<file path="src/rtl/sample_streamer.sv">
// sample_streamer: walks the sample ROM, prefetches words into a small FIFO at full
// clock rate and releases one sample per TICK_DIV clocks to the PWM stage over a
// valid/ready handshake. Underrun and overrun are reported as sticky flags.
//
// Optional feature macro: SAMPLE_LOOP_EN
//   defined   - fetch wraps from LAST_ADDR back to 0, clip plays until aud_en drops
//   undefined - one-shot clip: fetch stops after LAST_ADDR, done pulses once drained
//
// Ports:
//   clk        sole clock
//   rst        synchronous active-high reset
//   aud_en     play enable (level, synchronous)
//   rom_addr   ROM read address (combinational ROM)
//   rom_data   ROM read data for rom_addr
//   smp_data   FIFO head offered to the PWM stage
//   smp_valid  sample offered
//   smp_ready  PWM stage accepts
//   playing    high while filling or playing
//   done       one-cycle pulse at the end of a one-shot clip
//   underrun   sticky: tick with FIFO empty
//   overrun    sticky: tick while previous sample still pending
module sample_streamer #(
    parameter int unsigned        ADDR_W    = 16,
    parameter int unsigned        DATA_W    = 32,
    parameter int unsigned        TICK_DIV  = 1024,
    parameter int unsigned        DEPTH     = 4,
    parameter logic [ADDR_W-1:0]  LAST_ADDR = {ADDR_W{1'b1}}
) (
    input  logic              clk,
    input  logic              rst,
    input  logic              aud_en,
    output logic [ADDR_W-1:0] rom_addr,
    input  logic [DATA_W-1:0] rom_data,
    output logic [DATA_W-1:0] smp_data,
    output logic              smp_valid,
    input  logic              smp_ready,
    output logic              playing,
    output logic              done,
    output logic              underrun,
    output logic              overrun
);

    localparam int unsigned PtrW  = $clog2(DEPTH);
    localparam int unsigned CntW  = $clog2(DEPTH) + 1;
    localparam int unsigned TickW = $clog2(TICK_DIV);

    localparam logic [CntW-1:0]  FullCnt  = CntW'(DEPTH);
    localparam logic [TickW-1:0] TickLast = TickW'(TICK_DIV - 1);

    typedef enum logic [1:0] {StIdle, StFill, StPlay} state_e;

    state_e             state_q;
    logic [ADDR_W-1:0]  addr_q;
    logic [DATA_W-1:0]  mem [DEPTH];
    logic [PtrW-1:0]    wr_ptr_q, rd_ptr_q;
    logic [CntW-1:0]    count_q;
    logic [TickW-1:0]   tick_cnt_q;
    logic               pending_q;
    logic               fetch_done_q;
    logic               underrun_q, overrun_q, done_q;
    // Set by a finished one-shot clip; aud_en must be seen low before the next start.
    logic               rearm_q;

    logic               in_play, fifo_empty, fifo_full;
    logic               xfer, push, tick, wrap_addr;
    logic [CntW-1:0]    count_after_pop, count_next;
    logic               pending_next, fetch_done_next;
    logic               under_set, over_set, clip_end;

    always_comb begin
        in_play    = (state_q == StPlay);
        fifo_empty = (count_q == '0);
        fifo_full  = (count_q == FullCnt);
        // Gated by aud_en so nothing transfers in the cycle play is withdrawn.
        smp_valid  = in_play && aud_en && pending_q && !fifo_empty;
        xfer       = smp_valid && smp_ready;
        push       = (state_q != StIdle) && aud_en && !fifo_full && !fetch_done_q;
        tick       = in_play && aud_en && (tick_cnt_q == TickLast);
        wrap_addr  = (addr_q == LAST_ADDR);

        count_after_pop = count_q - CntW'(xfer);
        count_next      = count_after_pop + CntW'(push);

        // A tick that lands on the cycle the pending sample is taken is not an overrun.
        pending_next = pending_q && !xfer;
        under_set    = 1'b0;
        over_set     = 1'b0;
        if (tick) begin
            if (count_after_pop == '0) begin
                under_set = 1'b1;
            end else begin
                over_set     = pending_next;
                pending_next = 1'b1;
            end
        end

`ifdef SAMPLE_LOOP_EN
        fetch_done_next = 1'b0;
        clip_end        = 1'b0;
`else
        fetch_done_next = fetch_done_q || (push && wrap_addr);
        clip_end        = in_play && fetch_done_next && (count_next == '0) && !pending_next;
`endif
    end

    always_ff @(posedge clk) begin
        if (push) begin
            mem[wr_ptr_q] <= rom_data;
        end
    end

    always_ff @(posedge clk) begin
        if (rst) begin
            state_q      <= StIdle;
            addr_q       <= '0;
            wr_ptr_q     <= '0;
            rd_ptr_q     <= '0;
            count_q      <= '0;
            tick_cnt_q   <= '0;
            pending_q    <= 1'b0;
            fetch_done_q <= 1'b0;
            underrun_q   <= 1'b0;
            overrun_q    <= 1'b0;
            done_q       <= 1'b0;
            rearm_q      <= 1'b0;
        end else begin
            done_q <= 1'b0;
            unique case (state_q)
                StIdle: begin
                    if (!aud_en) begin
                        rearm_q <= 1'b0;
                    end else if (!rearm_q) begin
                        state_q    <= StFill;
                        underrun_q <= 1'b0;
                        overrun_q  <= 1'b0;
                    end
                end
                StFill, StPlay: begin
                    if (!aud_en) begin
                        state_q      <= StIdle;
                        addr_q       <= '0;
                        wr_ptr_q     <= '0;
                        rd_ptr_q     <= '0;
                        count_q      <= '0;
                        tick_cnt_q   <= '0;
                        pending_q    <= 1'b0;
                        fetch_done_q <= 1'b0;
                    end else begin
                        if (push) begin
                            wr_ptr_q <= wr_ptr_q + 1'b1;
                            addr_q   <= wrap_addr ? '0 : addr_q + 1'b1;
                        end
                        if (xfer) begin
                            rd_ptr_q <= rd_ptr_q + 1'b1;
                        end
                        count_q      <= count_next;
                        pending_q    <= pending_next;
                        fetch_done_q <= fetch_done_next;
                        if (under_set) underrun_q <= 1'b1;
                        if (over_set)  overrun_q  <= 1'b1;

                        if (state_q == StFill) begin
                            // A clip shorter than the FIFO starts playing once fully fetched.
                            if ((count_next == FullCnt) || fetch_done_next) begin
                                state_q <= StPlay;
                            end
                        end else begin
                            tick_cnt_q <= tick ? '0 : tick_cnt_q + 1'b1;
                            if (clip_end) begin
                                state_q      <= StIdle;
                                done_q       <= 1'b1;
                                rearm_q      <= 1'b1;
                                addr_q       <= '0;
                                tick_cnt_q   <= '0;
                                fetch_done_q <= 1'b0;
                            end
                        end
                    end
                end
                default: state_q <= StIdle;
            endcase
        end
    end

    assign rom_addr = addr_q;
    assign smp_data = fifo_empty ? '0 : mem[rd_ptr_q];
    assign playing  = (state_q != StIdle);
    assign done     = done_q;
    assign underrun = underrun_q;
    assign overrun  = overrun_q;

endmodule

</file>
<file path="config.mk">
export PLATFORM = sky130hd
export DESIGN_NAME = sample_streamer
export DESIGN_NICKNAME = d
export VERILOG_FILES = /design/src/rtl/sample_streamer.sv
export SDC_FILE = /design/constraint.sdc
export NUM_CORES = 1
export LEC_CHECK = 0
export ABC_AREA = 1
export BUFFER_PORTS_ARGS = -buffer_cell sky130_fd_sc_hd__buf_2
export CELL_PAD_IN_SITES_DETAIL_PLACEMENT = 2
export CELL_PAD_IN_SITES_GLOBAL_PLACEMENT = 2
export CORE_ASPECT_RATIO = 1.2
export CORE_MARGIN = 3
export CORE_UTILIZATION = 34
export DETAILED_ROUTE_END_ITERATION = 16
export PLACE_DENSITY = 0.72
export SYNTH_ARGS = -nofsm -noshare
export SYNTH_HDL_FRONTEND = slang
export SYNTH_SLANG_ARGS = --single-unit
</file>
<file path="constraint.sdc">
create_clock -name clk -period 4.6 [get_ports clk]
set_clock_uncertainty 0.1 [all_clocks]
set_input_delay 0 -clock clk [delete_from_list [all_inputs] [get_ports clk]]
set_output_delay 0 -clock clk [all_outputs]
set_load 0.02 [all_outputs]
</file>
==> flow_metrics.py <==
metrics = {
    "synthesis": {
        "yosys_most_used_dff": "edfxtp_1",
        "avgSynthCellArea_sq_um": 9.51,
        "syn_inst": 799,
        "yosysSeqAreaShare": 0.619,
        "yosys_warnings": 0,
        "syn-num-nets": 850,
        "synth_area_sq_um": 7600,
        "synth_edf_count": 128,
        "yosysUniqueCellTypes": 33,
        "synth_async_sr_flop_share": 0,
        "synth_seq_cells": 171,
    },
    "worst_setup_path": {
        "cp_slowest_cell": "dfxtp_1",
        "critical-path-max-stage-delay_ns": 0.39,
        "worst-path-buf-inv": 4,
        "crit_path_cell_trace": "inv_1 -> ha_1 -> nand2_2 -> inv_2 -> nand2_1 -> nor2_2 -> nand2_2 -> inv_1 -> ha_1 -> ha_1 -> inv_1 -> ha_1 -> nor2_1 -> nand2_1 -> nor2_1 -> nand2_2 -> o21ai_4 -> nand2_4 -> nand2_1 -> a21oi_1",
        "cp-start-kind": "flop",
        "arrival_ns": 3.41,
        "critPathCaptureType": "flop",
        "rrSetupSlack_ns": 1.36,
        "path_class": "flop to flop",
        "critPathMaxFanout": 17,
        "crit_top_cell": "ha_1",
        "crit_required_ns": 4.77,
        "critPathTopFamily": "simple AND/OR/NAND/NOR gates",
    },
    "detailed_routing": {
        "drc": 0,
        "vias": 6088,
        "dr.pass1.iters": 4,
        "vias_per_cell": 5.06,
        "drt_iter0_drc": 170,
        "ant_nets": 0,
        "wl_mm": 22.6,
        "post_drt_wl_per_cell_um": 18.8,
    },
    "finish": {
        "design_area_sq_um": 9260,
        "multiInputGateArea_sq_um": 2560,
        "regArea_sq_um": 4710,
        "mostFrequentLayoutCell": "nor2_1",
        "nets": 968,
        "layout_common_cells": "nor2_1 (188), edfxtp_1 (128), nand2_1 (124), buf_2 (88), a21oi_1 (72)",
        "drive_gt1_frac": 0.163,
        "syn_to_final_growth_pct": 21.7,
        "fillers": 2373,
        "diodes": 0,
    },
    "power": {
        "netSwitchingPower_mw": 0.793,
        "p_sw_frac": 0.240,
        "power_density_nw_per_um2": 357,
        "clkPwrFrac": 0.422,
        "intPower_mw": 2.51,
        "p_seq_frac": 0.512,
        "power_leakage_nw": 3.53,
        "ir_drop_v": 0.000300,
        "combPwrFrac": 0.066,
    },
    "floorplanning": {
        "die_area_sq_um": 24200,
        "core_area_sq_um": 21900,
        "fp-row-count": 59,
        "die_w_um": 143,
        "die_h_um": 170,
        "ios": 89,
        "start_util": 0.348,
    },
    "timing": {
        "tightest_slew_ns": 0.749,
        "clock.fmax_mhz": 309,
        "fin_crit_ns": 3.24,
        "tns_ns": 0,
        "maxSlewViolCount": 0,
        "finalCritPeriodShare": 0.703,
        "slew-limit-headroom": 0.501,
        "rsz0062_at_grt": "no",
        "finalHoldViolCount": 0,
        "setup_viol": 0,
    },
    "grt": {
        "gr-total-overflow": 0,
        "grt_max_degree": 65,
        "antenna_found_initial": 0,
        "grt_usage": 0.192,
        "grt_pass1_wl_mm": 36.2,
        "grt_pass1_vias": 6787,
    },
    "run_status": {
        "status": "completed",
    },
    "cts": {
        "cts.sinks": 171,
        "cts.reportedPaths.clkPinSlew_ns": 0.07,
        "clkLatencyLatePin_ns": 0.43,
        "cts_max_path_buffers": 2,
        "root_buffer": "clkbuf_16",
        "cts_tree": "done",
        "htreeDepth": 4,
        "numCtsBuffers": 17,
    },
    "hold_path": {
        "hold_path_class": "primary input to flop",
    },
    "run": {
        "cap_violations": 0,
    },
    "placed_design": {
        "dpl.hpwl_mm": 15.1,
        "port-buffer-count": 88,
        "gp_congestion": 0.785,
        "dpl-instance-area_sq_um": 8340,
    },
}
registers in the layout (all words and copies together) (netlist names), 2 cells and up, named ones only:
| register | flops |
|---|---|
| count_q | 3 |
| mem | 128 |
| rd_ptr_q | 2 |
| rom_addr | 16 |
| state_q | 2 |
| tick_cnt_q | 10 |
| wr_ptr_q | 2 |
final timing paths:
| kind | start | end | cells after the start |
|---|---|---|---|
| max | state_q[0] | rom_addr[1] | 20 |
| min | rst | rom_addr[5] | 2 |
| max reg2reg | state_q[0] | rom_addr[1] | 20 |
| min reg2reg | rearm_q | rearm_q | 2 |
timing repair:
| item | CTS | global route |
|---|---|---|
| setup buffers | 0 | 0 |
| hold endpoints to repair | 141 | 0 |
| hold buffers | 35 | 0 |
| resized for setup | 0 | 0 |
synth_stat cells (all sizes together) (2+ instances only):
cell type / n / share of area
clkinv: 2 / 0.0012
nand4: 9 / 0.0074
dfxtp: 43 / 0.11
xor2: 11 / 0.013
nor4: 2 / 0.0016
o21ai: 73 / 0.050
a21oi: 72 / 0.047
ha: 15 / 0.025
clkbuf: 26 / 0.013
edfxtp: 128 / 0.51
inv: 55 / 0.027
nand3b: 2 / 0.0020
nand3: 15 / 0.0099
nand2: 131 / 0.068
buf: 8 / 0.0071
nor3: 4 / 0.0026
nor2: 197 / 0.10
per-layer routing:
metal  global-route usage  vias up  routed length, um
li1                     -     2903                  -
met1                0.216     3058               8980
met2                0.367      103              12600
met3               0.0355       24                733
met4               0.0488        0                302
met5                    0        -                  0
power by group through the flow:
stage / registers (mW) / clock network, mW / logic [mW]
after floorplan: 1.72 / 0 / 0.118
after global placement: 1.72 / 0 / 0.188
after detailed placement: 1.72 / 0 / 0.201
after CTS: 1.69 / 1.43 / 0.226
after global routing: 1.69 / 1.49 / 0.247
final: 1.69 / 1.39 / 0.219
per-stage QoR:
step	std cells	hold WS, ns	power [mW]	worst slack [ns]	utilization
floorplan	799	-0.00113	1.84	1.61	-
global placement	1137	0.108	1.91	1.49	0.382
detailed placement	1137	0.121	1.92	1.34	0.382
CTS	1203	0.0468	3.34	1.32	0.424
global route	1203	0.0725	3.43	1.08	0.424
finish	1203	0.0445	3.30	1.36	0.424
layout make-up:
| class | instances | area share |
|---|---|---|
| timing repair buffer | 133 | 0.0936 |
| multi-input combinational | 537 | 0.277 |
| inverter | 57 | 0.0233 |
| clock buffer | 17 | 0.0460 |
| sequential | 171 | 0.508 |
| clock inverter | 14 | 0.0150 |
| tap | 274 | 0.0370 |
kinds of logic (layout without fill, tap and decap cells):
kind of cell               Yosys count  after routing  synth area share
AOI/OAI and AO/OA                  150            150             0.102
xor gates and xnor gates            11             11            0.0127
adders and majority gates           15             15            0.0247
buffers and inverters               91            221            0.0482
DFF                                171            171             0.619
and+or+nand+nor                    361            361             0.194
No activity file was read; power rests on OpenSTA's default activity.
